--- config.mk ---
export PLATFORM = sky130hd
export DESIGN_NAME = seq_mult_param
export DESIGN_NICKNAME = d
export VERILOG_FILES = /design/src/rtl/seq_mult_param.sv
export SDC_FILE = /design/constraint.sdc
export NUM_CORES = 1
export LEC_CHECK = 0
export ABC_CLOCK_PERIOD_IN_PS = 3200
export CAP_MARGIN = 20
export CORE_MARGIN = 3
export CORE_UTILIZATION = 50
export DETAILED_ROUTE_END_ITERATION = 8
export GPL_TIMING_DRIVEN = 1
export MAX_ROUTING_LAYER = met4
export PLACE_DENSITY_LB_ADDON = 0.15
export SLEW_MARGIN = 20
export SYNTH_ARGS = -nofsm -noshare
export SYNTH_HDL_FRONTEND = slang
export SYNTH_SLANG_ARGS = --single-unit
--- constraint.sdc ---
create_clock -name clk -period 3.2 [get_ports clk]
set_clock_uncertainty 0.2 [all_clocks]
set_input_delay 0.96 -clock clk [delete_from_list [all_inputs] [get_ports clk]]
set_output_delay 0.96 -clock clk [all_outputs]
set_load 0.01 [all_outputs]
--- src/rtl/seq_mult_param.sv ---
// -----------------------------------------------------------------------------
// seq_mult_param
// Iterative shift-add multiplier that consumes one multiplier bit per clock,
// taking WIDTH iterations per operation. It has three modes: unsigned, signed
// two's-complement and carry-less (GF(2), XOR-accumulate). A start/busy/done
// handshake wraps the block. The product is registered and is held until the
// next completion.
//
// Ports
//   clk          rising-edge clock
//   reset        asynchronous active-low reset
//   start        operation request, sampled only when not busy
//   mode         00 unsigned, 01 signed, 10 carry-less, 11 treated as 00
//   multiplicand operand A, sampled with start
//   multiplier   operand B, sampled with start
//   busy         high while an operation is in progress
//   done         one-cycle pulse when product is updated
//   product      registered 2*WIDTH-bit result
// -----------------------------------------------------------------------------
module seq_mult_param #(
  parameter int unsigned WIDTH = 16
) (
  input  logic                 clk,
  input  logic                 reset,
  input  logic                 start,
  input  logic [1:0]           mode,
  input  logic [WIDTH-1:0]     multiplicand,
  input  logic [WIDTH-1:0]     multiplier,
  output logic                 busy,
  output logic                 done,
  output logic [2*WIDTH-1:0]   product
);

  localparam int unsigned CW = (WIDTH > 2) ? $clog2(WIDTH) : 1;
  localparam logic [CW-1:0] LAST = CW'(WIDTH - 1);

  typedef enum logic [1:0] {
    IDLE = 2'd0,
    RUN  = 2'd1,
    DONE = 2'd2
  } state_t;

  typedef enum logic [1:0] {
    OP_UNS = 2'd0,
    OP_SGN = 2'd1,
    OP_CLM = 2'd2
  } op_t;

  state_t            state;
  op_t               op_r;
  logic [WIDTH-1:0]  mcand;
  logic [WIDTH-1:0]  mq;
  logic [WIDTH:0]    acc;
  logic [CW-1:0]     count;

  logic [WIDTH:0]    addend;
  logic [WIDTH:0]    acc_sum;
  logic              fill;
  logic [WIDTH:0]    acc_nxt;
  logic [WIDTH-1:0]  mq_nxt;

  function automatic op_t decode_mode(input logic [1:0] m);
    case (m)
      2'b01:   return OP_SGN;
      2'b10:   return OP_CLM;
      default: return OP_UNS;
    endcase
  endfunction

  // One iteration: conditional add/sub/xor into acc, then a one-bit right shift
  // of {acc,mq}. Signed mode subtracts on the last bit (weight -2^(W-1)) and
  // shifts arithmetically; the other modes shift in zero.
  always_comb begin
    addend  = (op_r == OP_SGN) ? {mcand[WIDTH-1], mcand} : {1'b0, mcand};
    acc_sum = acc;
    if (mq[0]) begin
      case (op_r)
        OP_CLM:  acc_sum = {1'b0, acc[WIDTH-1:0] ^ mcand};
        OP_SGN:  acc_sum = (count == LAST) ? (acc - addend) : (acc + addend);
        default: acc_sum = acc + addend;
      endcase
    end
    fill    = (op_r == OP_SGN) ? acc_sum[WIDTH] : 1'b0;
    acc_nxt = {fill, acc_sum[WIDTH:1]};
    mq_nxt  = {acc_sum[0], mq[WIDTH-1:1]};
  end

  always_ff @(posedge clk or negedge reset) begin
    if (!reset) begin
      state   <= IDLE;
      op_r    <= OP_UNS;
      mcand   <= '0;
      mq      <= '0;
      acc     <= '0;
      count   <= '0;
      busy    <= 1'b0;
      done    <= 1'b0;
      product <= '0;
    end else begin
      case (state)
        IDLE, DONE: begin
          done <= 1'b0;
          if (start) begin
            mcand <= multiplicand;
            mq    <= multiplier;
            op_r  <= decode_mode(mode);
            acc   <= '0;
            count <= '0;
            busy  <= 1'b1;
            state <= RUN;
          end else begin
            state <= IDLE;
          end
        end
        RUN: begin
          acc   <= acc_nxt;
          mq    <= mq_nxt;
          count <= count + CW'(1);
          if (count == LAST) begin
            product <= {acc_nxt[WIDTH-1:0], mq_nxt};
            done    <= 1'b1;
            busy    <= 1'b0;
            state   <= DONE;
          end
        end
        default: begin
          busy  <= 1'b0;
          done  <= 1'b0;
          state <= IDLE;
        end
      endcase
    end
  end

endmodule

==> results.md, run 1 <==
* Initial Utilization at a little over half
* Hold crit path type: flip-flop to flip-flop
* Core Area at 11100 um2
* CTS max path bufs at 2
* WP data required at around 3.3 ns
* Post-DRT Antenna Nets at 0
* Drt pass-1 iters at 5
* Final Hold Vio Count at 0
* Slowest stage delay, CP at 0.47 ns
* Static Leak at 0.00316 uW
* CP endpoint kind: flip-flop
* IO buf count at 70
* First-pass GRT wire length at between 20 and 30 mm
* Power per cell area at 1320 nW/um2
* Syn nets at between 700 and 800
* Layout cells sized above 1 at 12.2%
* Distinct cell type count after synthesis at 82
* Finished Layout Cells at 903
* Placed Area at 6820 um2
* Post-route DRC at 0
* Main synth FF type: dfrtp_1
* Via Count at 5294
* Seq cells post-synth at 90
* Row cnt at 38
* Die footprint at 13000 um2
* Flop2flop setup slack at 0.11 ns
* Synthesized area at 5850 um2
* Slew Limit Fails at 0
* Commonest non-fill, non-tap cells in the layout: 139 x nand2_1, 90 x dfrtp_1, 69 x clkdlybuf4s50_1
* Most common cell after layout, fill and taps aside: nand2_1
* Vias in the first global route at about 5300
* H-tree lvl count at 3
* Initial antenna violation count at 0
* Slowest-stage cell, CP: a2111o_1
* Drt initial violations at about 300
* WL/cell at ~19 um
* Worst slew margin at between 50% and 60%
* CP Data Arrival Time at 3.18 ns
* RSZ-0062 raised after global routing: true
* Syn Area/Cell at 8.61 um2
* Area grow syn2layout at 22.9%
* Root buf cell: clkbuf_16
* Share of the synthesized area in the top cell type at 38.5%
* Synth async-reset ratio at 100%
* CP startpoint kind: flip-flop
* Ranking of synthesized cells by area: dfrtp_1 39%, nand2_1 8.9%, ha_1 7.7%, o21ai_0 5.5%, a21oi_1 3.5%
* CTS tree: yes
* Ports at a little over 70
* Die X at 114 um
* Placed insts at 885
* # diodes at 0
* Gate Count Post-Synth at 679
* Vias per cell at just under 6
* Remaining global-route overflow at 0
* Fin crit share at a little over nine tenths
* Worst-path cell chain: inv_1, ha_2, fa_2, and2b_2, o2111ai_4, a2111o_1, a31oi_1, o21ai_1, a21o_1, a311oi_2, mux2_4
* Maximum VDD drop at between 600 and 700 uV
* Reg clk slew, reported paths at 0.07 ns
* Fmax at 0.324 GHz
* Hold-fix buffers, CTS at 0
* Register area share after synthesis at 38.5%
* Largest area contributor in the netlist: dfrtp_1
* Yosys warnings at 0
* Hpwl dp at 12.6 mm
* CP Max Fanout at 4
* Layout Utilization at 64.6%
* Total length of routed wires at 17.0 mm
* Status: completed
* CTS Buf Count at 9
* Post-layout net count at 833
* Routability cong. at 0.993
* Actual slew at the worst max-slew pin at ~0.73 ns
* Die H at 114 um
* Gr usage total at between 20% and 30%
* Post-synth EDFFs at 0
* Max_cap viols at 0
* Fillers at between 900 and 1000
* Clk sinks at 90
* Clk_lat worst skew at ~0.35 ns
* Largest net degree at the start of global routing at 53
* # setup viols final at 0
* Fin crit period at 3.09 ns
* Post-route cell area at 7180 um2
* Hold slack at 0.274 ns
* Setup CP Type: flip-flop to flip-flop
[cells by family after synthesis]
family                     after synthesis  share of synthesized area [%]
muxes                                    7                           1.33
AOI/OAI and AO/OA                      209                           25.1
adders and majority gates               38                           8.39
DFF                                     90                           38.5
and+or+nand+nor                        243                           18.7
xor gates and xnor gates                14                           2.10
buffers and inverters                   78                           5.86
[synthesized netlist by cell type, types with 3 or more instances]
| cell type | n |
|---|---|
| dfrtp_1 | 90 |
| o21ai_0 | 64 |
| a211oi_1 | 8 |
| a31oi_1 | 4 |
| a21o_1 | 4 |
| clkbuf_1 | 29 |
| nand4_1 | 5 |
| clkinv_1 | 3 |
| inv_1 | 36 |
| buf_6 | 4 |
| nor3_1 | 10 |
| nor2_1 | 35 |
| o21bai_1 | 4 |
| a22oi_1 | 15 |
| o221ai_1 | 4 |
| xnor2_1 | 12 |
| mux2i_1 | 4 |
| a21oi_1 | 41 |
| nand3b_1 | 3 |
| nand2b_1 | 10 |
| or3_1 | 3 |
| nand3_1 | 8 |
| nor2b_1 | 9 |
| a22o_1 | 4 |
| ha_1 | 36 |
| nor4_1 | 4 |
| o22ai_1 | 4 |
| a32oi_1 | 4 |
| o31ai_1 | 8 |
| and3_1 | 5 |
| nand2_1 | 139 |
| o21ai_1 | 7 |
[final timing paths]
kind                            startpoint           to  depth (start not counted)
max in group asynchronous            reset        mq[8]                          2
worst min register to register  product[9]   product[9]                          2
min in group asynchronous            reset     mcand[5]                          1
worst min-delay path            product[9]   product[9]                          2
worst max register to register      acc[0]  product[27]                         11
worst max-delay path                acc[0]  product[27]                         11
[through the flow]
stage / setup TNS, ns / total power [uW] / worst slack [ns]
floorplan: 0 / 6170 / 0.272
global placement: 0 / 8020 / 0.111
detailed placement: 0 / 8120 / 0.0302
CTS: 0 / 9280 / 0.00754
global route: -0.130 / 10200 / -0.0534
finish: 0 / 9460 / 0.115
[layer usage]
layer | track usage, % | wire (um)
met5 | - | 0
met4 | 8.47 | 235
met3 | 4.97 | 1250
met2 | 41.1 | 7650
met1 | 39.4 | 7840
[area by class of cell]
| cell class | instances | area [um2] | share of cell area (%) |
|---|---|---|---|
| tap | 140 | 175 | 2.44 |
| clock inverter | 5 | 61.3 | 0.853 |
| clock buffer | 11 | 243 | 3.38 |
| multi-input combinational | 511 | 3310 | 46.1 |
| inverter | 40 | 150 | 2.09 |
| sequential | 90 | 2250 | 31.3 |
| timing repair buffer | 106 | 993 | 13.8 |
[sequential cells by signal, indices dropped and copies added (netlist names)]
| signal | flops |
|---|---|
| acc | 17 |
| product | 32 |
| op_r | 2 |
| mq | 16 |
| count | 4 |
| mcand | 16 |
| busy | 1 |
| state | 2 |
[repair_timing]
action,in CTS,in global routing
gates resized for setup,0,12
buffers inserted,0,2
endpoints found under the setup margin,0,15
[critical path: cells and delay by family, from the launching register on]
| family | cells | cell delay [ns] |
|---|---|---|
| DFF | 1 | 0.40 |
| AOI/OAI and AO/OA | 6 | 1.31 |
| adders and majority gates | 2 | 0.57 |
| and+or+nand+nor | 1 | 0.26 |
| buffers and inverters | 1 | 0.08 |
| muxes | 1 | 0.20 |
[report_power, final]
part           total (uW)  switching [uW]  internal (uW)
sequential           2140             440           1700
clock                1110             481            633
combinational        6200            3580           2620
No activity file was read; power rests on OpenSTA's default activity.
==> run 2, diff against run 1 <==
Settings changed: CAP_MARGIN 20 to not set.
==> results of run 2 <==
Final layout, timing and power as in run 1 (identical DEF).
